## src/rtl/wb_bus_v2.sv

```systemverilog
// wb_bus_v2: CPU-to-Wishbone bridge with retry, timeout, flush and stall handshaking
module wb_bus_v2 #(
    parameter int AW        = 32,
    parameter int DW        = 32,
    parameter int TIMEOUT   = 16,
    parameter int MAX_RETRY = 2,
    localparam int SW       = DW / 8
) (
    input  logic          clk,
    input  logic          rst,
    input  logic [5:0]    stall_i,
    input  logic          flush_i,
    input  logic          cpu_ce_i,
    input  logic [AW-1:0] cpu_addr_i,
    input  logic [DW-1:0] cpu_data_i,
    input  logic          cpu_we_i,
    input  logic [SW-1:0] cpu_sel_i,
    output logic [DW-1:0] cpu_data_o,
    output logic          stallreq,
    output logic          bus_err_o,
    output logic [AW-1:0] wishbone_addr_o,
    output logic [DW-1:0] wishbone_data_o,
    output logic          wishbone_we_o,
    output logic [SW-1:0] wishbone_sel_o,
    output logic          wishbone_stb_o,
    output logic          wishbone_cyc_o,
    input  logic [DW-1:0] wishbone_data_i,
    input  logic          wishbone_ack_i,
    input  logic          wishbone_err_i,
    input  logic          wishbone_rty_i
);
    typedef enum logic [1:0] {IDLE, BUSY, RETRY_GAP, WAIT_FOR_STALL} state_t;

    localparam int TW = TIMEOUT > 1 ? $clog2(TIMEOUT) : 1;
    localparam int RW = MAX_RETRY > 0 ? $clog2(MAX_RETRY + 1) : 1;
    localparam logic [TW-1:0] TMO_LAST = TW'(TIMEOUT > 0 ? TIMEOUT - 1 : 0);
    localparam logic [RW-1:0] RTY_MAX = RW'(MAX_RETRY);

    state_t        state_q, state_d;
    logic [AW-1:0] addr_q, addr_d;
    logic [DW-1:0] wdat_q, wdat_d, rbuf_q, rbuf_d;
    logic          we_q, we_d, stb_q, stb_d, err_q, err_d;
    logic [SW-1:0] sel_q, sel_d;
    logic [RW-1:0] rty_q, rty_d;
    logic [TW-1:0] tmo_q, tmo_d;
    logic          busy, req, tmo_hit, ev_ack, ev_err, ev_rty, ev_flush, clr;

    assign busy     = state_q == BUSY;
    assign req      = cpu_ce_i & ~flush_i;
    assign tmo_hit  = (TIMEOUT != 0) && (tmo_q == TMO_LAST);
    assign ev_ack   = busy & wishbone_ack_i;
    assign ev_err   = busy & ~wishbone_ack_i & (wishbone_err_i | (wishbone_rty_i & (rty_q == RTY_MAX)) | (~wishbone_rty_i & tmo_hit));
    assign ev_rty   = busy & ~wishbone_ack_i & ~wishbone_err_i & wishbone_rty_i & (rty_q != RTY_MAX);
    assign ev_flush = busy & ~wishbone_ack_i & ~wishbone_err_i & ~wishbone_rty_i & ~tmo_hit & flush_i;

    assign stallreq   = ~rst & (state_q == IDLE ? req : busy ? ~(ev_ack | ev_err | ev_flush) : state_q == RETRY_GAP ? ~flush_i : 1'b0);
    assign cpu_data_o = ev_ack ? (we_q ? '0 : wishbone_data_i) : state_q == WAIT_FOR_STALL ? rbuf_q : '0;
    assign bus_err_o  = ev_err | (state_q == WAIT_FOR_STALL & err_q);

    assign wishbone_addr_o = addr_q;
    assign wishbone_data_o = wdat_q;
    assign wishbone_we_o   = we_q;
    assign wishbone_sel_o  = sel_q;
    assign wishbone_stb_o  = stb_q;
    assign wishbone_cyc_o  = stb_q;

    // next-state, latched bus request, counters and response buffer
    always_comb begin
        state_d = state_q;
        addr_d  = addr_q;
        wdat_d  = wdat_q;
        we_d    = we_q;
        sel_d   = sel_q;
        stb_d   = stb_q;
        rbuf_d  = rbuf_q;
        err_d   = err_q;
        rty_d   = rty_q;
        tmo_d   = tmo_q;
        clr     = 1'b0;
        case (state_q)
            IDLE: if (req) begin
                state_d = BUSY;
                addr_d  = cpu_addr_i;
                wdat_d  = cpu_data_i;
                we_d    = cpu_we_i;
                sel_d   = cpu_sel_i;
                stb_d   = 1'b1;
                rty_d   = '0;
                tmo_d   = '0;
                rbuf_d  = '0;
                err_d   = 1'b0;
            end
            BUSY: if (ev_ack | ev_err) begin
                clr     = 1'b1;
                rbuf_d  = (ev_ack & ~we_q) ? wishbone_data_i : '0;
                err_d   = ev_err;
                state_d = |stall_i ? WAIT_FOR_STALL : IDLE;
            end else if (ev_rty) begin
                stb_d   = 1'b0;
                rty_d   = rty_q + 1'b1;
                state_d = RETRY_GAP;
            end else if (ev_flush) begin
                clr     = 1'b1;
                rbuf_d  = '0;
                err_d   = 1'b0;
                state_d = IDLE;
            end else if (TIMEOUT != 0) begin
                tmo_d = tmo_q + 1'b1;
            end
            RETRY_GAP: if (flush_i) begin
                clr     = 1'b1;
                state_d = IDLE;
            end else begin
                stb_d   = 1'b1;
                tmo_d   = '0;
                state_d = BUSY;
            end
            WAIT_FOR_STALL: if (~|stall_i) state_d = IDLE;
            default: state_d = IDLE;
        endcase
        if (clr) begin
            addr_d = '0;
            wdat_d = '0;
            we_d   = 1'b0;
            sel_d  = '0;
            stb_d  = 1'b0;
        end
    end

    // state and datapath registers, cleared asynchronously so stb/cyc drop at once
    always_ff @(posedge clk or posedge rst) begin
        if (rst) begin
            state_q <= IDLE;
            addr_q  <= '0;
            wdat_q  <= '0;
            we_q    <= 1'b0;
            sel_q   <= '0;
            stb_q   <= 1'b0;
            rbuf_q  <= '0;
            err_q   <= 1'b0;
            rty_q   <= '0;
            tmo_q   <= '0;
        end else begin
            state_q <= state_d;
            addr_q  <= addr_d;
            wdat_q  <= wdat_d;
            we_q    <= we_d;
            sel_q   <= sel_d;
            stb_q   <= stb_d;
            rbuf_q  <= rbuf_d;
            err_q   <= err_d;
            rty_q   <= rty_d;
            tmo_q   <= tmo_d;
        end
    end
endmodule

```

## config.mk

```make
export PLATFORM = sky130hd
export DESIGN_NAME = wb_bus_v2
export DESIGN_NICKNAME = d
export VERILOG_FILES = /design/src/rtl/wb_bus_v2.sv
export SDC_FILE = /design/constraint.sdc
export NUM_CORES = 1
export LEC_CHECK = 0
export BUFFER_PORTS_ARGS = -buffer_cell sky130_fd_sc_hd__buf_2
export CAP_MARGIN = 20
export CORE_ASPECT_RATIO = 1.1
export CORE_MARGIN = 2
export CORE_UTILIZATION = 52
export DETAILED_ROUTE_END_ITERATION = 10
export GPL_TIMING_DRIVEN = 1
export HOLD_SLACK_MARGIN = 0.15
export PLACE_DENSITY_LB_ADDON = 0.12
export SLEW_MARGIN = 20
export SYNTH_ARGS = -nofsm -noshare
export SYNTH_HDL_FRONTEND = slang
export SYNTH_SLANG_ARGS = --single-unit
```

## constraint.sdc

```tcl
create_clock -name clk -period 6.2 [get_ports clk]
set_clock_uncertainty 0.1 [all_clocks]
set_input_delay 0.93 -clock clk [delete_from_list [all_inputs] [get_ports clk]]
set_output_delay 0.93 -clock clk [all_outputs]
set_load 0.03 [all_outputs]
```

# Word-level counts from Yosys, hierarchy flattened
# Index checks and enable logic that the tools add are counted.
dict set report totals {
  regBits 111
  latch_bits 0
  mem_bits_rw 0
  romBits 0
  in_bits 114
  out_inout_bits 105
  wordCells 131
  mem_count 0
}
dict set report op_classes {
  add_sub_neg 2
  n_mul 0
  div 0
  order_cmp 0
  n_eq_ne 20
  shift 0
  n_mux 58
  bitwise_logic 28
  reduce_logical 13
}
# op n
set op_table {}
lappend op_table {{$mux W32} 14}
lappend op_table {{$pmux W32 S2} 1}
lappend op_table {{$mux W4} 8}
lappend op_table {{$mux W1} 20}
lappend op_table {{$mux W2} 9}
lappend op_table {{$and A1 B1 Y1} 15}
lappend op_table {{$ne A2 B2 Y1 const B} 7}
lappend op_table {{$pmux W4 S3} 1}
lappend op_table {{$ne A3 B3 Y1 const B} 3}
lappend op_table {{$not A1 Y1} 8}
lappend op_table {{$pmux W2 S4} 1}
lappend op_table {{$reduce_and A4 Y1} 2}
lappend op_table {{$eq A2 B2 Y1 const B} 3}
lappend op_table {{$ne A3 B1 Y1 const B} 2}
lappend op_table {{$reduce_and A6 Y1} 1}
lappend op_table {{$reduce_bool A2 Y1} 3}
lappend op_table {{$reduce_or A6 Y1} 1}
lappend op_table {{$or A1 B1 Y1} 5}
lappend op_table {{$reduce_and A5 Y1} 1}
lappend op_table {{$add A4 B1 Y4 const B} 1}
lappend op_table {{$eq A4 B4 Y1 const B} 1}
lappend op_table {{$ne A4 B1 Y1 const B} 1}
lappend op_table {{$pmux W1 S2} 2}
lappend op_table {{$pmux W2 S2} 1}
lappend op_table {{other kinds (10)} 10}

# Depth between registers and ports, before layout
dict set report depth {
  word_depth 12
  mapped_depth 9
}

# Least setup slack after synthesis
# Ideal clock, no wire load.
dict set report synth_timing {
  path_kind {input -> output}
  startpoint {in wishbone_rty_i}
  endpoint {out stallreq}
  t_arrival_ns 2.305
  t_required_ns 5.170
  slack_ns 2.865
  path_stages 3
  n_path_buf 0
  path_cell_list {a211o_1 -> a211o_1 -> a211oi_1}
}
dict set report synth_via {
  elab_chain_cells 10
}
# element line
set synth_rtl {}
lappend synth_rtl {{start: declaration} 30} ;# input logic wishbone_rty_i
lappend synth_rtl {{$and A1 B1 Y1 or $not A1 Y1 (tied branches)} {52, 54}}
lappend synth_rtl {{$or A1 B1 Y1 or $and A1 B1 Y1 (tied branches)} 52} ;# assign ev_err = busy & ~wishbone_ack_i & (wishbone_err_i | (wishbone_rty_i & (rty_q == RTY_MAX)) | (~wishbone_ ...
lappend synth_rtl {{$or A1 B1 Y1} 52}
lappend synth_rtl {{$and A1 B1 Y1} 52}
lappend synth_rtl {{$or A1 B1 Y1} 56} ;# assign stallreq = ~rst & (state_q == IDLE ? req : busy ? ~(ev_ack | ev_err | ev_flush) : state_q == RETRY_GAP ...
lappend synth_rtl {{$or A1 B1 Y1 *} 56}
lappend synth_rtl {{$not A1 Y1 *} 56}
lappend synth_rtl {{$mux W1 * (2 in series)} 56}
lappend synth_rtl {{$and A1 B1 Y1 *} 56}
lappend synth_rtl {{end: declaration} 19} ;# output logic stallreq,
# Every way passes the cells marked *; elsewhere a longest branch is shown, timed or not.

# Worst setup path after layout
dict set report layout_timing {
  startpoint {reg state_q[1]}
  endpoint {out cpu_data_o[20]}
}
dict set report layout_via {
  elab_chain_cells 3
}
# element line
set layout_rtl {}
lappend layout_rtl {{start: declaration} 39} ;# state_t state_q, state_d;
lappend layout_rtl {{start signal: assignment} 144} ;# state_q <= state_d;
lappend layout_rtl {{$eq A2 B2 Y1 or $eq A2 B1 Y1 (tied branches)} {57, 48}}
lappend layout_rtl {{$mux W32 or $and A1 B1 Y1 (tied branches)} {57, 51}}
lappend layout_rtl {{$mux W32 *} 57} ;# assign cpu_data_o = ev_ack ? (we_q ? '0 : wishbone_data_i) : state_q == WAIT_FOR_STALL ? rbuf_q : '0;
lappend layout_rtl {{end: declaration} 18} ;# output logic [DW-1:0] cpu_data_o,
# Marked as above.

==> metrics <==
overall via count from detail_route 4517; fraction of power spent switching nets 47.8%; num rows 38; Routed Antenna Nets 0; wire length of the first global-routing pass 20000 um; initial antenna violation count 0; run status finished, final reports clean; crit path time final 3.39 ns; CP Max Fanout 32; largest cells by area after synthesis dfrtp_1 (53%), nand2_1 (10%), a21oi_1 (7.0%), mux2_1 (6.5%), a21o_1 (4.7%); simple-gate share of the synthesized area 17.7%; Leak 3.75 nW; startpoint of the lowest-slack register-to-register path state_q[1]; Avg Synthesized Cell Area 9.65 um^2; TritonCTS clock tree done; Die X 99.6 um; layout cell share with drive strength beyond 1 33.5%; Mapped Cells 541; Sequential Power Share 36.3%; post-synth design cell area 0.00522 mm^2; CTS buffer count 9; combinational family with the most area after synthesis simple AND/OR/NAND/NOR gates; Wirelength per Cell 14.5 um; clock insertion delay at the later pin of the skew report 0.35 ns; cells resized by post-CTS repair 0; post-route total power 0.00343 W; part of the total power dissipated in combinational logic 52.1%; # DRC 0; share of synthesized area spent on multiplexers 7.69%; TritonCTS sink count 111; synthesized-area fraction occupied by adder cells 1.68%; count of hold-fix buffers inserted at cts 0; Total GRT Usage 22.8%; Final setup viols 0; #FFs+latches synth 111; final instance area 0.00654 mm^2; period utilization 54.7%; Maximum Capacitance Violations 0; post-synthesis cell type count 44; placed cell areas 0.00636 mm^2; placed wire-length estimate after detailed placement 9100 um; TNS Setup 0 ns; Die Y 109 um; startpoint kind of the worst setup timing path flop; crit end category output port; data arrival time of the worst path 2.36 ns; placer congestion estimate 0.877; EDFF count, synth 0; number of nets at the end of the flow 862; Internal Dissipation 0.00179 W; switching power 0.00164 W; critical path required time 5.17 ns; Cell Count, Final, Fillers Out 866; post-synthesis sequential area ratio 53.2%; drt pass-1 iters 5; maximum achievable frequency 295 MHz; number of hold-slack violations in the final timing report 0; Critical Setup Path Class reg2out; Clk pwr share 11.7%; clock root buffer clkbuf_8; clock slew at reported path FFs 0.10 ns; pin count of the biggest net entering global routing 71; fillcell total 877; maximum clock insertion buffer count 2; Initial DRC Count 177; Overflow after GRT 0; area enclosed by the die boundary 0.0109 mm^2; fraction of synthesis flops using an asynchronous set or reset pin 100%; count of placed standard cells including taps 850; initial core utilization 53.1%; Hold Crit Start rbuf_q[6]; Compound-Gate Fraction of Synth Area 15.9%; RSZ-0062 raised after global routing false; Syn-to-layout area delta 25.2%; xor/xnor share of the synthesized area 0%; post-CTS setup-driven buffer insertion count 0; number of inserted diodes 0; via count of the first global-routing pass 4298; critical path launch point state_q[1]; via/cell ratio 5.22; I/O pin count 219; Port Buf Inserts 218; worst slew slack as a fraction of its limit 40.3%; Max Slew Vio Count 0; type of the worst min-delay path reg2reg; H-tree depth 3; Syn. warnings 0; area share of the largest cell type after synthesis 53.2%; power per cell area 525 mW/mm^2; predominant post-synthesis flop cell dfrtp_1; wire length after detailed routing 12600 um; Synth area leader dfrtp_1; worst slew pin tran 0.896 ns; Worst VDD drop 0.339 mV; synthesized net count 662; CORE AREA 0.00984 mm^2
==> through the flow <==
| stage | setup WS [ns] | hold slack (ns) | utilization, % |
|---|---|---|---|
| after floorplan | 2.24 | 0.365 | - |
| after global placement | 2.83 | 0.374 | 64.6 |
| after detailed placement | 2.75 | 0.382 | 64.6 |
| after CTS | 2.51 | 0.406 | 66.4 |
| after global routing | 2.60 | 0.415 | 66.5 |
| final | 2.81 | 0.405 | 66.5 |
==> critical path, stage by stage, from the launching register on <==
cell and delay, ns:
dfrtp_1 0.43, inv_1 0.11, ha_1 0.44, nand2_1 0.12
nor2_1 0.12, buf_4 0.27, and2_1 0.21, a21o_1 0.10
buf_2 0.19
==> power by group through the flow <==
stage	Sequential (W)	Combinational [W]	Clock, W
after floorplan	0.00165	0.000910	0
after global routing	0.00129	0.00194	0.000445
after detailed placement	0.00126	0.00180	0
after global placement	0.00125	0.00176	0
after CTS	0.00124	0.00180	0.000412
final	0.00124	0.00179	0.000401
==> synth_stat cells (all sizes together) (2+ instances only) <==
| cell | count |
|---|---|
| a21oi | 73 |
| a31o | 2 |
| clkbuf | 25 |
| o21ai | 3 |
| a21o | 33 |
| and2 | 34 |
| nand2 | 147 |
| mux2i | 3 |
| nor4b | 2 |
| a22oi | 2 |
| dfrtp | 111 |
| mux2 | 33 |
| ha | 7 |
| buf | 9 |
| nand3 | 5 |
| nor2 | 10 |
| nor3 | 2 |
| o32a | 2 |
| nand2b | 4 |
| o22ai | 2 |
| a211o | 2 |
| a211oi | 3 |
| inv | 12 |
==> flip-flops by register name (all words and copies together), names as in the netlist <==
name / flops
rbuf_q: 32
wishbone_sel_o: 4
state_q: 2
tmo_q: 4
wishbone_we_o: 1
wishbone_addr_o: 32
err_q: 1
wishbone_data_o: 32
rty_q: 2
wishbone_cyc_o: 1
==> cells in the final DEF, fill, tap and decap left out, types with 2 or more instances in the layout <==
| cell type | netlist | final |
|---|---|---|
| a211o_1 | 2 | 2 |
| nand3_1 | 5 | 5 |
| mux2_1 | 30 | 30 |
| inv_6 | 0 | 2 |
| buf_2 | 5 | 218 |
| a211oi_1 | 3 | 3 |
| a31o_2 | 2 | 2 |
| nor2_1 | 10 | 9 |
| clkbuf_8 | 0 | 10 |
| nand2_1 | 146 | 146 |
| ha_1 | 7 | 7 |
| nor4b_1 | 2 | 2 |
| dfrtp_1 | 111 | 111 |
| a22oi_1 | 2 | 2 |
| and2_1 | 34 | 33 |
| nor3_1 | 2 | 2 |
| a21o_1 | 33 | 33 |
| a21oi_1 | 73 | 73 |
| clkinv_2 | 0 | 2 |
| mux2_2 | 3 | 3 |
| inv_1 | 12 | 11 |
| o21ai_0 | 2 | 2 |
| clkinvlp_4 | 0 | 2 |
| mux2i_1 | 3 | 3 |
| o32a_1 | 2 | 2 |
| nand2b_1 | 4 | 4 |
| buf_4 | 1 | 5 |
==> logic make-up (layout without fill, tap and decap cells) <==
kind of cell,after synthesis,in the layout
compound gates,132,132
fa+ha+maj,7,7
buf+inv,46,251
flops,111,111
mux,36,36
simple gates,209,209
==> worst paths after layout <==
kind / depth (start not counted) / slack (ns) / endpoint
max in group asynchronous: 3 / 4.26 / rty_q[0]
min: 1 / 0.40 / rbuf_q[6]
max reg2reg: 7 / 3.11 / wishbone_cyc_o
min reg2reg: 1 / 0.40 / rbuf_q[6]
min in group asynchronous: 2 / 0.55 / wishbone_addr_o[14]
max: 8 / 2.81 / cpu_data_o[20]
==> layer usage <==
layer / wire [um] / vias to the layer above / global-route usage, %
met5: 0 / - / 0
li1: - / 2220 / -
met2: 6120 / 168 / 37.3
met3: 910 / 20 / 6.28
met4: 258 / 0 / 8.22
met1: 5280 / 2109 / 29.2
==> cell type report <==
class                           instances  area, um^2  share of cell area (%)
Clock buffer                           10         138                    2.10
Clock inverter                          6        42.5                   0.650
Inverter                               12        47.5                   0.727
Multi-Input combinational cell        384        2260                    34.5
Sequential cell                       111        2780                    42.5
Tap cell                              120         150                    2.30
Timing Repair Buffer                  223        1130                    17.3
Power figures use the tool's default switching activity.
